===== src/rtl/calc_pkg.sv =====
// Shared definitions for the calculator operation sequencer: operand and
// result widths, operation encodings and FSM state codes.
package calc_pkg;

  localparam int WIDTH = 16;          // adder operand width (only 16 supported)
  localparam int RES_W = 2 * WIDTH;   // full product / result width

  // Operation encodings presented by the keypad/operation decoder.
  typedef enum logic [1:0] {
    OP_ADD  = 2'b00,
    OP_SUB  = 2'b01,
    OP_MUL  = 2'b10,
    OP_RSVD = 2'b11
  } op_e;

  // FSM state codes, kept as plain constants for compatibility with the
  // existing calculator blocks that decode them.
  localparam logic [2:0] ST_IDLE     = 3'd0;
  localparam logic [2:0] ST_ADD      = 3'd1;
  localparam logic [2:0] ST_SUB_NEG  = 3'd2;
  localparam logic [2:0] ST_SUB_ADD  = 3'd3;
  localparam logic [2:0] ST_MUL_STEP = 3'd4;
  localparam logic [2:0] ST_DONE     = 3'd5;

  // Number of shift-and-add iterations needed for a full unsigned product.
  localparam int MUL_STEPS = WIDTH;

endpackage : calc_pkg


===== src/rtl/calc_op_sequencer.sv =====
// Multi-cycle controller that owns the calculator's shared ripple adder.
// Runs ADD in one compute cycle, SUB as two's-complement negate + add in two
// cycles, and (when CALC_MUL_EN is defined) an unsigned 16x16 shift-and-add
// multiply in sixteen cycles. Reports the result with a one-cycle done pulse.
// Optional feature macro: CALC_MUL_EN (undefined: MUL reports err like op 11).
module calc_op_sequencer
  import calc_pkg::*;
(
  input  logic               clk,
  input  logic               rst_n,
  input  logic               start,
  input  logic [1:0]         op,
  input  logic [WIDTH-1:0]   operand_a,
  input  logic [WIDTH-1:0]   operand_b,
  output logic [WIDTH-1:0]   adder_input1,
  output logic [WIDTH-1:0]   adder_input2,
  input  logic [RES_W-1:0]   adder_output,
  output logic               busy,
  output logic               done,
  output logic [RES_W-1:0]   result,
  output logic               neg,
  output logic               err
);

  logic [2:0]       state;
  logic [WIDTH-1:0] a_q;      // operand_a latched on accept
  logic [WIDTH-1:0] b_q;      // operand_b latched on accept
  logic [WIDTH-1:0] tmp_q;    // -b produced by the SUB_NEG pass

`ifdef CALC_MUL_EN
  logic [WIDTH-1:0] p_hi;     // upper half of the running product
  logic [WIDTH-1:0] p_lo;     // lower half; starts as the multiplier b
  logic [3:0]       cnt;      // completed multiply steps, wraps 15 -> 0
  logic [WIDTH:0]   mul_sum;  // carry + sum of the current partial add

  assign mul_sum = adder_output[WIDTH:0];
`endif

  // Status flags are pure decodes of the registered state, so they are glitch
  // free and drop to 0 the instant an asynchronous reset forces IDLE.
  always_comb begin
    busy = (state == ST_ADD) || (state == ST_SUB_NEG) || (state == ST_SUB_ADD)
`ifdef CALC_MUL_EN
        || (state == ST_MUL_STEP)
`endif
        ;
    done = (state == ST_DONE);
  end

  // Drive the adder operands for the current compute state; idle otherwise.
  always_comb begin
    // NOTE: defaults assigned before the case so every path drives both
    // outputs; a missing branch would otherwise infer a latch.
    adder_input1 = '0;
    adder_input2 = '0;
    case (state)
      ST_ADD: begin
        adder_input1 = a_q;
        adder_input2 = b_q;
      end
      ST_SUB_NEG: begin
        adder_input1 = ~b_q;
        adder_input2 = WIDTH'(1);
      end
      ST_SUB_ADD: begin
        adder_input1 = a_q;
        adder_input2 = tmp_q;
      end
`ifdef CALC_MUL_EN
      ST_MUL_STEP: begin
        adder_input1 = p_hi;
        adder_input2 = p_lo[0] ? a_q : '0;
      end
`endif
      default: ;
    endcase
  end

  // Sequencer FSM: accept a request in IDLE, walk the compute states while
  // capturing the adder output each edge, then pulse DONE for one cycle.
  always_ff @(posedge clk or negedge rst_n) begin
    if (!rst_n) begin
      state  <= ST_IDLE;
      a_q    <= '0;
      b_q    <= '0;
      tmp_q  <= '0;
      result <= '0;
      neg    <= 1'b0;
      err    <= 1'b0;
`ifdef CALC_MUL_EN
      p_hi   <= '0;
      p_lo   <= '0;
      cnt    <= '0;
`endif
    end else begin
      // NOTE: non-blocking assignments throughout so every register samples
      // the pre-edge values, independent of statement order.
      case (state)
        ST_IDLE: begin
          if (start) begin
            a_q <= operand_a;
            b_q <= operand_b;
            neg <= 1'b0;
            err <= 1'b0;
            case (op)
              OP_ADD: state <= ST_ADD;
              OP_SUB: state <= ST_SUB_NEG;
`ifdef CALC_MUL_EN
              OP_MUL: begin
                p_hi  <= '0;
                p_lo  <= operand_b;
                cnt   <= '0;
                state <= ST_MUL_STEP;
              end
`endif
              // Reserved (or MUL when the multiplier is not built): report
              // an error with a zero result on the very next cycle.
              default: begin
                err    <= 1'b1;
                result <= '0;
                state  <= ST_DONE;
              end
            endcase
          end
        end

        ST_ADD: begin
          result <= adder_output;
          state  <= ST_DONE;
        end

        // ~b + 1 gives -b modulo 2^16; b == 0 wraps to 0 so a - 0 == a.
        ST_SUB_NEG: begin
          tmp_q <= adder_output[WIDTH-1:0];
          state <= ST_SUB_ADD;
        end

        ST_SUB_ADD: begin
          result <= {{(RES_W-WIDTH){1'b0}}, adder_output[WIDTH-1:0]};
          neg    <= (a_q < b_q);
          state  <= ST_DONE;
        end

`ifdef CALC_MUL_EN
        // Add a into the high half when the current multiplier bit is set,
        // then shift the 33-bit {carry, P_hi, P_lo} right by one.
        ST_MUL_STEP: begin
          p_hi <= mul_sum[WIDTH:1];
          p_lo <= {mul_sum[0], p_lo[WIDTH-1:1]};
          cnt  <= cnt + 4'd1;
          if (cnt == 4'(MUL_STEPS - 1)) begin
            result <= {mul_sum, p_lo[WIDTH-1:1]};
            state  <= ST_DONE;
          end
        end
`endif

        ST_DONE: state <= ST_IDLE;

        default: state <= ST_IDLE;
      endcase
    end
  end

endmodule : calc_op_sequencer


===== config.mk =====
export PLATFORM = sky130hd
export DESIGN_NAME = calc_op_sequencer
export DESIGN_NICKNAME = d
export VERILOG_FILES = /design/src/rtl/calc_pkg.sv /design/src/rtl/calc_op_sequencer.sv
export SDC_FILE = /design/constraint.sdc
export NUM_CORES = 1
export LEC_CHECK = 0
export ABC_CLOCK_PERIOD_IN_PS = 4730
export BUFFER_PORTS_ARGS = -buffer_cell sky130_fd_sc_hd__buf_2
export CORE_ASPECT_RATIO = 0.5
export CORE_MARGIN = 1
export CORE_UTILIZATION = 50
export CTS_CLUSTER_DIAMETER = 60
export DETAILED_ROUTE_END_ITERATION = 16
export GPL_TIMING_DRIVEN = 0
export PLACE_DENSITY_LB_ADDON = 0.05
export SLEW_MARGIN = 10
export SYNTH_ARGS = -nofsm -noshare
export SYNTH_HDL_FRONTEND = slang
export SYNTH_SLANG_ARGS = --single-unit

===== constraint.sdc =====
create_clock -name clk -period 4.73 [get_ports clk]
set_clock_uncertainty 0.05 [all_clocks]
set_input_delay 0 -clock clk [delete_from_list [all_inputs] [get_ports clk]]
set_output_delay 0 -clock clk [all_outputs]
set_load 0.02 [all_outputs]

### After elaboration in Yosys (flattened, before gate mapping)

Cells that the tools add are included.

| word-level totals | value |
|---|---|
| flip-flop bits (word level) | 85 |
| bits of input ports | 69 |
| word-level logic and storage cells | 38 |

| operators by class | value |
|---|---|
| $lt $le $gt $ge | 1 |
| equality and inequality tests | 7 |
| muxes and demuxes | 11 |
| bitwise operators | 1 |
| reductions and logical operators | 11 |

Operators by type and width:

| cell | count |
|---|---|
| $pmux W32 S3 | 1 |
| $mux W32 | 2 |
| $pmux W16 S3 | 1 |
| $pmux W16 S2 | 1 |
| $lt A16 B16 Y1 | 1 |
| $not A16 Y16 | 1 |
| $pmux W3 S3 | 1 |
| $eq A3 B2 Y1 const B | 2 |
| $pmux W3 S2 | 1 |
| $ne A2 B2 Y1 const B | 2 |
| $reduce_and A2 Y1 | 2 |
| $reduce_or A2 Y1 | 2 |
| $eq A3 B1 Y1 const B | 1 |
| $eq A3 B3 Y1 const B | 1 |
| $logic_not A3 Y1 | 1 |
| $mux W3 | 1 |
| $reduce_and A3 Y1 | 1 |
| $reduce_bool A3 Y1 | 1 |
| $eq A2 B1 Y1 const B | 1 |
| $logic_not A2 Y1 | 1 |
| $logic_or A1 B1 Y1 | 2 |
| $mux W1 | 2 |
| $pmux W1 S2 | 1 |
| $reduce_bool A2 Y1 | 1 |

### Depth between registers and ports, before layout

Gate-level depths: netlist of run 1.

| depth | value |
|---|---|
| word-level depth | 5 |
| mapped depth | 6 |
| depth with buffers taken out | 6 |

### Least setup slack after synthesis of run 1

No wires, ideal clock.

| timing path | value |
|---|---|
| path type | flip-flop to flip-flop |
| start point | reg a_q[15] |
| end point | reg neg |
| data arrival time | 1.615 ns |
| setup slack | 2.936 ns |
| stages on the path, launching flop included | 6 |
| buffers on the path | 0 |
| path through | dfrtp_1 -> ha_1 -> nand4_1 -> or4_1 -> a221oi_1 -> o31ai_1 |

| between the ends | value |
|---|---|
| cells in the longest elaborated chain, start to end | 2 |

RTL lines:

| element | RTL line | RTL |
|---|---|---|
| from (decl) | calc_op_sequencer.sv:26 | `logic [WIDTH-1:0] a_q;` |
| from (signal assigned) | calc_op_sequencer.sv:101 | `a_q <= operand_a;` |
| $lt A16 B16 Y1 | calc_op_sequencer.sv:140 | `neg <= (a_q < b_q);` |
| $pmux W1 S2 | calc_op_sequencer.sv:98 | `case (state)` |
| to (signal assigned) | calc_op_sequencer.sv:140 |  |
| to (decl) | calc_op_sequencer.sv:21 | `output logic neg,` |

Every way passes these cells.
A chain may end at the register's enable or synchronous reset.

### Worst setup path after layout of run 1

| timing path | value |
|---|---|
| start point | reg b_q[15] |
| end point | reg neg |

| between the ends | value |
|---|---|
| cells in the longest elaborated chain, start to end | 2 |

RTL lines:

| element | RTL line | RTL |
|---|---|---|
| from (decl) | calc_op_sequencer.sv:27 | `logic [WIDTH-1:0] b_q;` |
| from (signal assigned) | calc_op_sequencer.sv:102 | `b_q <= operand_b;` |
| $lt A16 B16 Y1 | calc_op_sequencer.sv:140 |  |
| $pmux W1 S2 | calc_op_sequencer.sv:98 |  |

Every way passes these cells.

==> impl_metrics.csv, run 1 <==
group,metric,value,unit
synthesis,ys_top_cells_by_area,"dfrtp_1 55%, mux2_2 9.3%, a22o_1 7.2%, ha_1 4.8%, o21ai_0 4.8%",
clock_network,cts_made_buffers,9,
clock_network,clk-insertion-delay-late,340,ps
synthesis,yosysTopAreaCell,"dfrtp_1",
worst_setup_path,start_kind,"register",
global_routing,grt_first_pass_wirelength,18100,um
synthesis,synth-edff-count,0,
synthesis,avgSynthCellArea,11.3,um^2
global_routing,grt.overflow.total,0,
worst_setup_path,worst_setup_path_end_kind,"register",
route,drt_pass1_iterations,4,
floorplanning,initial_core_util,52.4,%
floorplanning,die_h,64.4,um
power,power.density,676,mW/mm^2
route,drc,0,
power,peakVddDrop,0.000353,V
power,power.total,3860,uW
floorplanning,dieArea,0.00816,mm^2
floorplanning,die_w,127,um
clock_network,clock_path_buffers,2,
clock_network,cts_tree,"done",
global_routing,grt_max_degree,59,
synthesis,synthCells,345,
timing,worst_pin_slew,691,ps
power,cellLeakagePower,0.00284,uW
clock_network,cts_sinks,85,
worst_setup_path,crit_fanout,3,
timing,hold_viol,0,
cells_and_area,drive_gt1_share,35.3,%
timing,period_needed,2290,ps
place,dpl.hpwl,7210,um
synthesis,ys.flop_type,"dfrtp_1",
synthesis,synth.most_common_cell,"dfrtp_1",
floorplanning,rows,22,
timing,timing.final.crit_share,48.5,%
synthesis,synth_area,0.00389,mm^2
clock_network,postCtsResizedCells,0,
global_routing,grt_pass1_vias,3643,
clock_network,cts-root-buf,"clkbuf_16",
timing,relSlewSlack,53.9,%
run,max_cap_violations,0,
clock_network,clkSlewWorstSetupHoldPaths,60,ps
clock_network,htreeDepth,3,
timing,setup_viol,0,
cells_and_area,nNetsFinal,646,
hold_path,holdCritPathClass,"input port to asynchronous set/reset pin",
route,wl_per_cell,17.0,um
timing,fmax,0.436,GHz
synthesis,synth_nets,429,
synthesis,yosys-top-cells-count,"85 x dfrtp_1, 37 x nand2_1, 37 x o21ai_0",
route,vias,3514,
timing,tns,0,ps
route,vias_per_cell,5.31,
synthesis,yosysTopAreaCellShare,54.7,%
synthesis,async_flop_share,100,%
route,wl,11300,um
synthesis,seq_area_frac_synth,54.7,%
place,place.port_buffers,136,
floorplanning,coreArea,0.00743,mm^2
synthesis,synth_cell_types,32,
global_routing,globalRouteTotalUtil,30.1,%
route,ant_nets,0,
floorplanning,pin_count,137,
worst_setup_path,worstPathArrival,2450,ps
place,gp_congestion,0.837,
route,drt_iter0_drc,180,
synthesis,yosys_warnings,0,
worst_setup_path,path_class,"register to register",
timing,rsz0062_at_grt,"no",
cells_and_area,syn2layout_area_growth,46.8,%
synthesis,ys_ff_latch,85,
worst_setup_path,cp.required,4880,ps
cells_and_area,fill_cells,522,
timing,slew_viol_final,0,
status,status,"finished, final reports clean",
global_routing,antenna_found_initial,0,
cells_and_area,insertedDiodeCount,0,
## area by class of cell
type	count	area [um^2]	share of cell area [%]
Sequential cell	85	2130	37.2
Multi-Input combinational cell	217	1580	27.6
Timing Repair Buffer	206	1400	24.5
Clock buffer	15	298	5.21
Tap cell	96	120	2.10
Buffer	22	108	1.88
Inverter	21	78.8	1.38
## per-layer routing
metal | global-route usage [%] | wire [um]
met1 | 37.9 | 4960
met2 | 51.7 | 5400
met3 | 8.21 | 800
met4 | 8.04 | 110
met5 | 0 | 0
## placed cells by master (no fill, tap or decap)
| cell | n |
|---|---|
| mux2_1 | 1 |
| mux2i_1 | 15 |
| nor2b_1 | 1 |
| clkbuf_16 | 9 |
| buf_2 | 145 |
| buf_16 | 1 |
| dlygate4sd3_1 | 69 |
| a21o_1 | 1 |
| nand3_1 | 2 |
| ha_1 | 15 |
| nor2_1 | 20 |
| mux2_2 | 32 |
| nor4b_4 | 1 |
| clkbuf_1 | 7 |
| a21oi_1 | 9 |
| inv_1 | 21 |
| a31oi_1 | 1 |
| a21oi_2 | 1 |
| nor2_2 | 1 |
| a221oi_1 | 1 |
| clkbuf_2 | 1 |
| or4_1 | 1 |
| or3_1 | 1 |
| dfrtp_1 | 85 |
| o31ai_1 | 1 |
| nor3_1 | 2 |
| nand2_1 | 37 |
| clkbuf_8 | 5 |
| buf_1 | 2 |
| buf_4 | 4 |
| nand4_1 | 2 |
| nand2b_1 | 1 |
| nor3b_1 | 1 |
| o21ai_0 | 37 |
| a211o_1 | 1 |
| a22o_1 | 32 |
## final timing paths
| path | end | slack [ps] | cells after the start | startpoint |
|---|---|---|---|---|
| worst min register to register | err | 450 | 1 | err |
| max in group asynchronous | err | 3910 | 3 | rst_n |
| worst min-delay path | b_q[11] | 110 | 2 | rst_n |
| worst max register to register | neg | 2440 | 6 | b_q[15] |
| min in group clk | b_q[13] | 360 | 4 | operand_b[13] |
| worst max-delay path | neg | 2440 | 6 | b_q[15] |
## metrics by stage
stage               instances  hold slack, ps  util, %  area, um^2  worst slack [ps]
floorplan                 345            -346        -        3890              2940
CTS                       662            89.4     76.8        5710              2490
detailed placement        578           -96.9     63.5        4720              2500
global placement          577             154     63.1        4690              2520
finish                    662             115     76.8        5710              2440
global route              662             135     76.8        5710              2380
## worst max-delay path: stages, from the launching register on
cell and delay [ps]:
dfrtp_1 380, inv_1 90, ha_1 330, nand4_1 150, or4_1 610, a221oi_1 420
o31ai_1 130
## flip-flops by register name, indices dropped and copies added, names as in the netlist
name    cells
err         1
b_q        16
state       3
neg         1
tmp_q      16
result     32
a_q        16
## logic make-up after synthesis
kind of cell / share of synthesized area, %
adder cells (fa/ha/maj): 4.82
flip-flops: 54.7
AO/OA/AOI/OAI: 14.3
buffers and inverters: 4.79
multiplexers: 13.4
AND/OR/NAND/NOR: 7.97
## report_power, final
part	leakage, uW	switching [uW]	internal (uW)
combinational	0.00165	1070	759
sequential	0.00104	247	1080
clock	0.000148	270	425
## what timing repair did
item / in CTS / in global routing
hold endpoints to repair: 168 / 0
setup buffers: 0 / 0
hold buffers: 69 / 0
(Power assumes the default switching activity.)
==> inputs of run 2 (changes only) <==
Settings changed: ABC_CLOCK_PERIOD_IN_PS 4730 to 2000, CORE_UTILIZATION 50 to 45.
Clock period 4.73 ns to 2 ns, I/O delays scaled along.
==> run 2 against run 1 <==
Against the previous run: global-route usage decreased by 4.4 points; highest routed layer unchanged; via count decreased by 3.6%; routed wire length decreased by 3.9%; maximum frequency increased by 15%; combinational power increased by 140%; critical endpoint unchanged; worst setup slack got worse by 2400 ps; critical path depth unchanged.
==> impl_metrics.csv, run 2 (same netlist as run 1, synthesis figures left out) <==
group,metric,value,unit
status,status,"finished, final reports clean",
worst_setup_path,cp.depth,6,
cells_and_area,drive_gt1_share,36.9,%
worst_setup_path,path_cells,"inv_1, ha_1, nand4_1, or4_4, a221oi_4, o31ai_1",
global_routing,antenna_found_initial,0,
power,seqPwrFrac,33.3,%
timing,relSlewSlack,66.7,%
cells_and_area,mostFrequentLayoutCells,"147 x buf_2, 84 x dfrtp_1, 68 x dlygate4sd3_1",
timing,tns,0,ps
floorplanning,rows,23,
power,power.density,1620,mW/mm^2
cells_and_area,final_common_cell,"buf_2",
timing,period_needed,1990,ps
global_routing,grt_pass1_vias,3366,
cells_and_area,largest_reg_flops,32,
cells_and_area,nNetsFinal,646,
power,p_int,5640,uW
route,ant_nets,0,
cells_and_area,fill_cells,639,
cells_and_area,regMostFlops,"result",
worst_setup_path,cp_num_buf_inv,1,
floorplanning,coreArea,0.00820,mm^2
floorplanning,die_h,67.8,um
clock_network,clkSlewWorstSetupHoldPaths,60,ps
worst_setup_path,start_kind,"register",
floorplanning,pin_count,137,
timing,slew_viol_final,0,
worst_setup_path,path_class,"register to register",
timing,hold_viol,0,
clock_network,clock_path_buffers,2,
timing,rsz0062_at_grt,"yes",
run,max_cap_violations,0,
place,placed_cell_area,0.00474,mm^2
clock_network,clk-insertion-delay-late,340,ps
clock_network,cts_made_buffers,9,
power,power_frac_clock,20.3,%
place,place.port_buffers,136,
global_routing,grt_max_degree,64,
place,gp_congestion,0.818,
route,wl_per_cell,16.0,um
global_routing,grt.overflow.total,0,
global_routing,globalRouteTotalUtil,25.7,%
cells_and_area,insertedDiodeCount,0,
worst_setup_path,critical_path.top_delay_family,"simple AND/OR/NAND/NOR gates",
timing,setup_viol,0,
route,vias_per_cell,4.99,
timing,worst_pin_slew,498,ps
global_routing,grt_first_pass_wirelength,17000,um
route,drt_iter0_drc,136,
power,swShare,40.0,%
power,power_frac_comb,46.3,%
timing,timing.final.crit_share,99.4,%
route,vias,3386,
cells_and_area,syn2layout_area_growth,49.1,%
worst_setup_path,crit_fanout,3,
hold_path,holdCritPathClass,"input port to asynchronous set/reset pin",
route,wl,10800,um
worst_setup_path,slowest_delay,580,ps
clock_network,htreeDepth,3,
clock_network,cts-root-buf,"clkbuf_16",
worst_setup_path,cp.required,2170,ps
power,cellLeakagePower,0.00288,uW
power,net-switching-power,3760,uW
worst_setup_path,crit_slowest_cell,"or4_4",
worst_setup_path,worstPathArrival,2160,ps
worst_setup_path,rr_worst_depth,6,
power,peakVddDrop,0.000809,V
place,dpl.hpwl,7200,um
cells_and_area,design_area,0.00580,mm^2
floorplanning,dieArea,0.00905,mm^2
route,drt_pass1_iterations,5,
clock_network,cts_sinks,85,
clock_network,cts_tree,"done",
timing,fmax,0.503,GHz
floorplanning,initial_core_util,47.4,%
worst_setup_path,worst_setup_path_end_kind,"register",
route,drc,0,
timing,hold_slack,53.0,ps
floorplanning,die_w,134,um
## run 2: cell types whose count changed in the layout (fill, tap and decap cells not counted), moves of 2 or more
cell and change:
buf_1 -2, buf_2 +2, bufinv_16 +3, clkbuf_1 -2, clkbuf_2 +2, clkbuf_8 -4, o21ai_0 -2, o21ai_1 +2
## run 2: area by class of cell
type,instances,area (um^2),share of cell area [%]
Timing Repair Buffer,206,1400,24.1
Buffer,22,116,2.01
Clock buffer,12,246,4.25
Clock inverter,4,95.1,1.64
Sequential cell,85,2130,36.7
Inverter,21,78.8,1.36
Multi-Input combinational cell,217,1600,27.6
Tap cell,112,140,2.41
## run 2: worst reg2reg max path, stage by stage (launching register included)
cell      delay (ps)
dfrtp_1          390
inv_1             70
ha_1             300
nand4_1          130
or4_4            580
a221oi_4         250
o31ai_1          110
## run 2: path summary, 6_finish.rpt
| check | startpoint | end | slack, ps |
|---|---|---|---|
| setup / recovery | b_q[9] | neg | 10 |
| hold / removal | rst_n | neg | 50 |
| setup reg to reg | b_q[9] | neg | 10 |
| hold reg to reg | result[12] | result[12] | 450 |
| max in group asynchronous | rst_n | state[0] | 1240 |
| min in group clk | operand_b[11] | b_q[11] | 360 |
## run 2: power by group through the flow
stage / clock network (uW) / logic [uW] / registers [uW]
after floorplan: 0 / 2530 / 3370
after global placement: 0 / 4090 / 3140
after detailed placement: 0 / 4160 / 3130
after CTS: 1950 / 4330 / 3120
after global routing: 2050 / 4800 / 3250
final: 1910 / 4350 / 3130
## run 2: metal layers
layer	vias up	share of wire [%]	global-route usage (%)
met3	5	6.1	7.28
met5	-	0	0
met2	113	47	42.0
met4	0	0.38	7.39
li1	1649	-	-
met1	1619	47	33.8
## run 2: what timing repair did
| item | 4_1_cts | 5_1_grt |
|---|---|---|
| pin swaps | 1 | 0 |
| endpoints found under the setup margin | 16 | 17 |
| resized for setup | 7 | 7 |
| hold buffers | 68 | 0 |
| hold endpoints to repair | 168 | 0 |
| buffers inserted | 0 | 1 |
## run 2: metrics by stage
stage	utilization (%)	cells	total power [uW]	worst slack [ps]
final	70.8	679	9400	11.7
after global routing	70.8	679	10100	-94.6
after CTS	70.6	678	9400	12.2
after detailed placement	57.8	594	7290	-219
after global placement	57.5	593	7230	-210
after floorplan	-	345	5900	206
==> inputs of run 3 (changes only) <==
Settings changed: ABC_CLOCK_PERIOD_IN_PS 2000 to 1800.
Clock period 2 ns to 1.8 ns, I/O delays scaled along.
==> run 3 against run 2 <==
Against the previous run: the flow now finishes with violations (setup timing); sequential share of layout area down 1.0 points; final area grew 2.9%; utilization is 2.1 points higher; sequential cell count unchanged.
==> impl_metrics.csv, run 3 (same netlist as run 1, synthesis figures left out) <==
group,metric,value,unit
route,vias_per_cell,5.01,
timing,slew_viol_final,0,
cells_and_area,fin_cells,687,
global_routing,grt_pass1_vias,3400,
cells_and_area,mostFrequentLayoutCells,"135 x buf_2, 83 x dfrtp_1, 69 x dlygate4sd3_1",
route,ant_nets,0,
cells_and_area,syn2layout_area_growth,53.5,%
worst_setup_path,path_cells,"inv_2, ha_4, nand4_1, or4_4, a221oi_4, o31ai_1",
timing,relSlewSlack,67.9,%
floorplanning,die_w,134,um
clock_network,clock_path_buffers,2,
place,pre_cts_ws,-419,ps
power,power.density,1810,mW/mm^2
cells_and_area,design_area,0.00597,mm^2
floorplanning,rows,23,
cells_and_area,insertedDiodeCount,0,
route,drt_iter0_drc,148,
power,peakVddDrop,0.000901,V
global_routing,grt_first_pass_wirelength,17100,um
global_routing,antenna_found_initial,0,
floorplanning,coreArea,0.00820,mm^2
clock_network,cts_sinks,85,
clock_network,cts-root-buf,"clkbuf_16",
status,status,"finished with violations",
worst_setup_path,worst_setup_path_end_kind,"register",
power,swShare,39.8,%
timing,rsz0062_at_grt,"yes",
worst_setup_path,worstPathArrival,2110,ps
floorplanning,dieArea,0.00905,mm^2
route,wl,11100,um
worst_setup_path,cp.required,1970,ps
worst_setup_path,crit_fanout,3,
timing,worst_pin_slew,481,ps
power,seqPwrFrac,32.6,%
clock_network,htreeDepth,3,
power,p_int,6510,uW
global_routing,grt.overflow.total,0,
worst_setup_path,critical_path.top_delay_family,"simple AND/OR/NAND/NOR gates",
route,vias,3442,
global_routing,grt_max_degree,64,
place,placed_cell_area,0.00474,mm^2
run,max_cap_violations,0,
floorplanning,pin_count,137,
timing,setup_ws,-140,ps
clock_network,clk-insertion-delay-late,340,ps
timing,hold_slack,50.1,ps
worst_setup_path,path_class,"register to register",
worst_setup_path,slowest_delay,580,ps
global_routing,globalRouteTotalUtil,25.8,%
hold_path,holdCritPathClass,"input port to asynchronous set/reset pin",
route,wl_per_cell,16.2,um
worst_setup_path,cp_num_buf_inv,1,
cells_and_area,nNetsFinal,654,
power,power_frac_comb,47.7,%
worst_setup_path,start_kind,"register",
place,place.port_buffers,136,
route,drc,0,
floorplanning,die_h,67.8,um
clock_network,cts_tree,"done",
status,violations,"setup timing",
timing,timing.final.crit_share,108,%
cells_and_area,regMostFlops,"result",
worst_setup_path,crit_slowest_cell,"or4_4",
cells_and_area,drive_gt1_share,39.1,%
floorplanning,initial_core_util,47.4,%
timing,fmax,0.516,GHz
timing,hold_viol,0,
cells_and_area,final_common_cell,"buf_2",
route,drt_pass1_iterations,4,
clock_network,clkSlewWorstSetupHoldPaths,60,ps
power,power_frac_clock,19.7,%
timing,setup_viol,1,
clock_network,cts_made_buffers,9,
place,gp_congestion,0.818,
timing,period_needed,1940,ps
cells_and_area,largest_reg_flops,32,
place,dpl.hpwl,7200,um
power,net-switching-power,4300,uW
power,cellLeakagePower,0.00293,uW
place,placed_cells,594,
-- run 3: changes by cell type in the layout (fill, tap and decap cells not counted), moves of 2 or more --
cell | previous run | this run
buf_2 | 147 | 135
buf_4 | 5 | 21
buf_8 | 0 | 2
clkbuf_2 | 3 | 1
ha_1 | 15 | 12
ha_4 | 0 | 3
inv_1 | 21 | 19
inv_2 | 0 | 2
nor2_1 | 20 | 18
nor2_2 | 1 | 3
-- run 3: worst paths after layout --
| path | startpoint | end | slack [ps] | depth (start not counted) |
|---|---|---|---|---|
| setup reg to reg | b_q[11] | neg | -140 | 6 |
| hold reg to reg | result[12] | result[12] | 450 | 1 |
| min in group clk | operand_b[11] | b_q[11] | 360 | 4 |
| setup / recovery | b_q[11] | neg | -140 | 6 |
| hold / removal | rst_n | b_q[11] | 50 | 2 |
| max in group asynchronous | rst_n | state[0] | 1040 | 3 |
-- run 3: metrics by stage --
stage	total power (uW)	TNS (ps)	util, %
after floorplan	6550	0	-
after global placement	8040	-5150	57.5
after detailed placement	8100	-794	57.8
after CTS	10600	-138	71.4
after global routing	11600	-212	72.8
final	10800	-140	72.8
-- run 3: power by group through the flow --
stage | Combinational, uW | Clock [uW] | Sequential (uW)
2_1_floorplan | 2810 | 0 | 3750
3_5_place_dp | 4620 | 0 | 3470
4_1_cts | 4910 | 2170 | 3480
5_1_grt | 5650 | 2280 | 3650
3_3_place_gp | 4550 | 0 | 3490
6_report | 5150 | 2130 | 3520
-- run 3: routing by layer --
metal  vias up  track usage (%)  wire length [um]
li1       1662                -                 -
met1      1655             33.9              5050
met2       117             42.3              5160
met3         8             7.36               814
met4         0             7.39                95
met5         -                0                 0
-- run 3: final cells by class --
| cell class | count | area (um^2) |
|---|---|---|
| Buffer | 21 | 154 |
| Tap cell | 112 | 140 |
| Multi-Input combinational cell | 217 | 1640 |
| Inverter | 21 | 78.8 |
| Fill cell | 619 | 2230 |
| Timing Repair Buffer | 215 | 1480 |
| Clock inverter | 4 | 95.1 |
| Sequential cell | 85 | 2130 |
| Clock buffer | 12 | 246 |
-- run 3: timing repair --
action	CTS	global route
buffers inserted	1	8
pin swaps	4	1
gates resized for setup	23	20
hold buffers	69	0
endpoints found under the setup margin	78	53
endpoints found under the hold margin	168	0
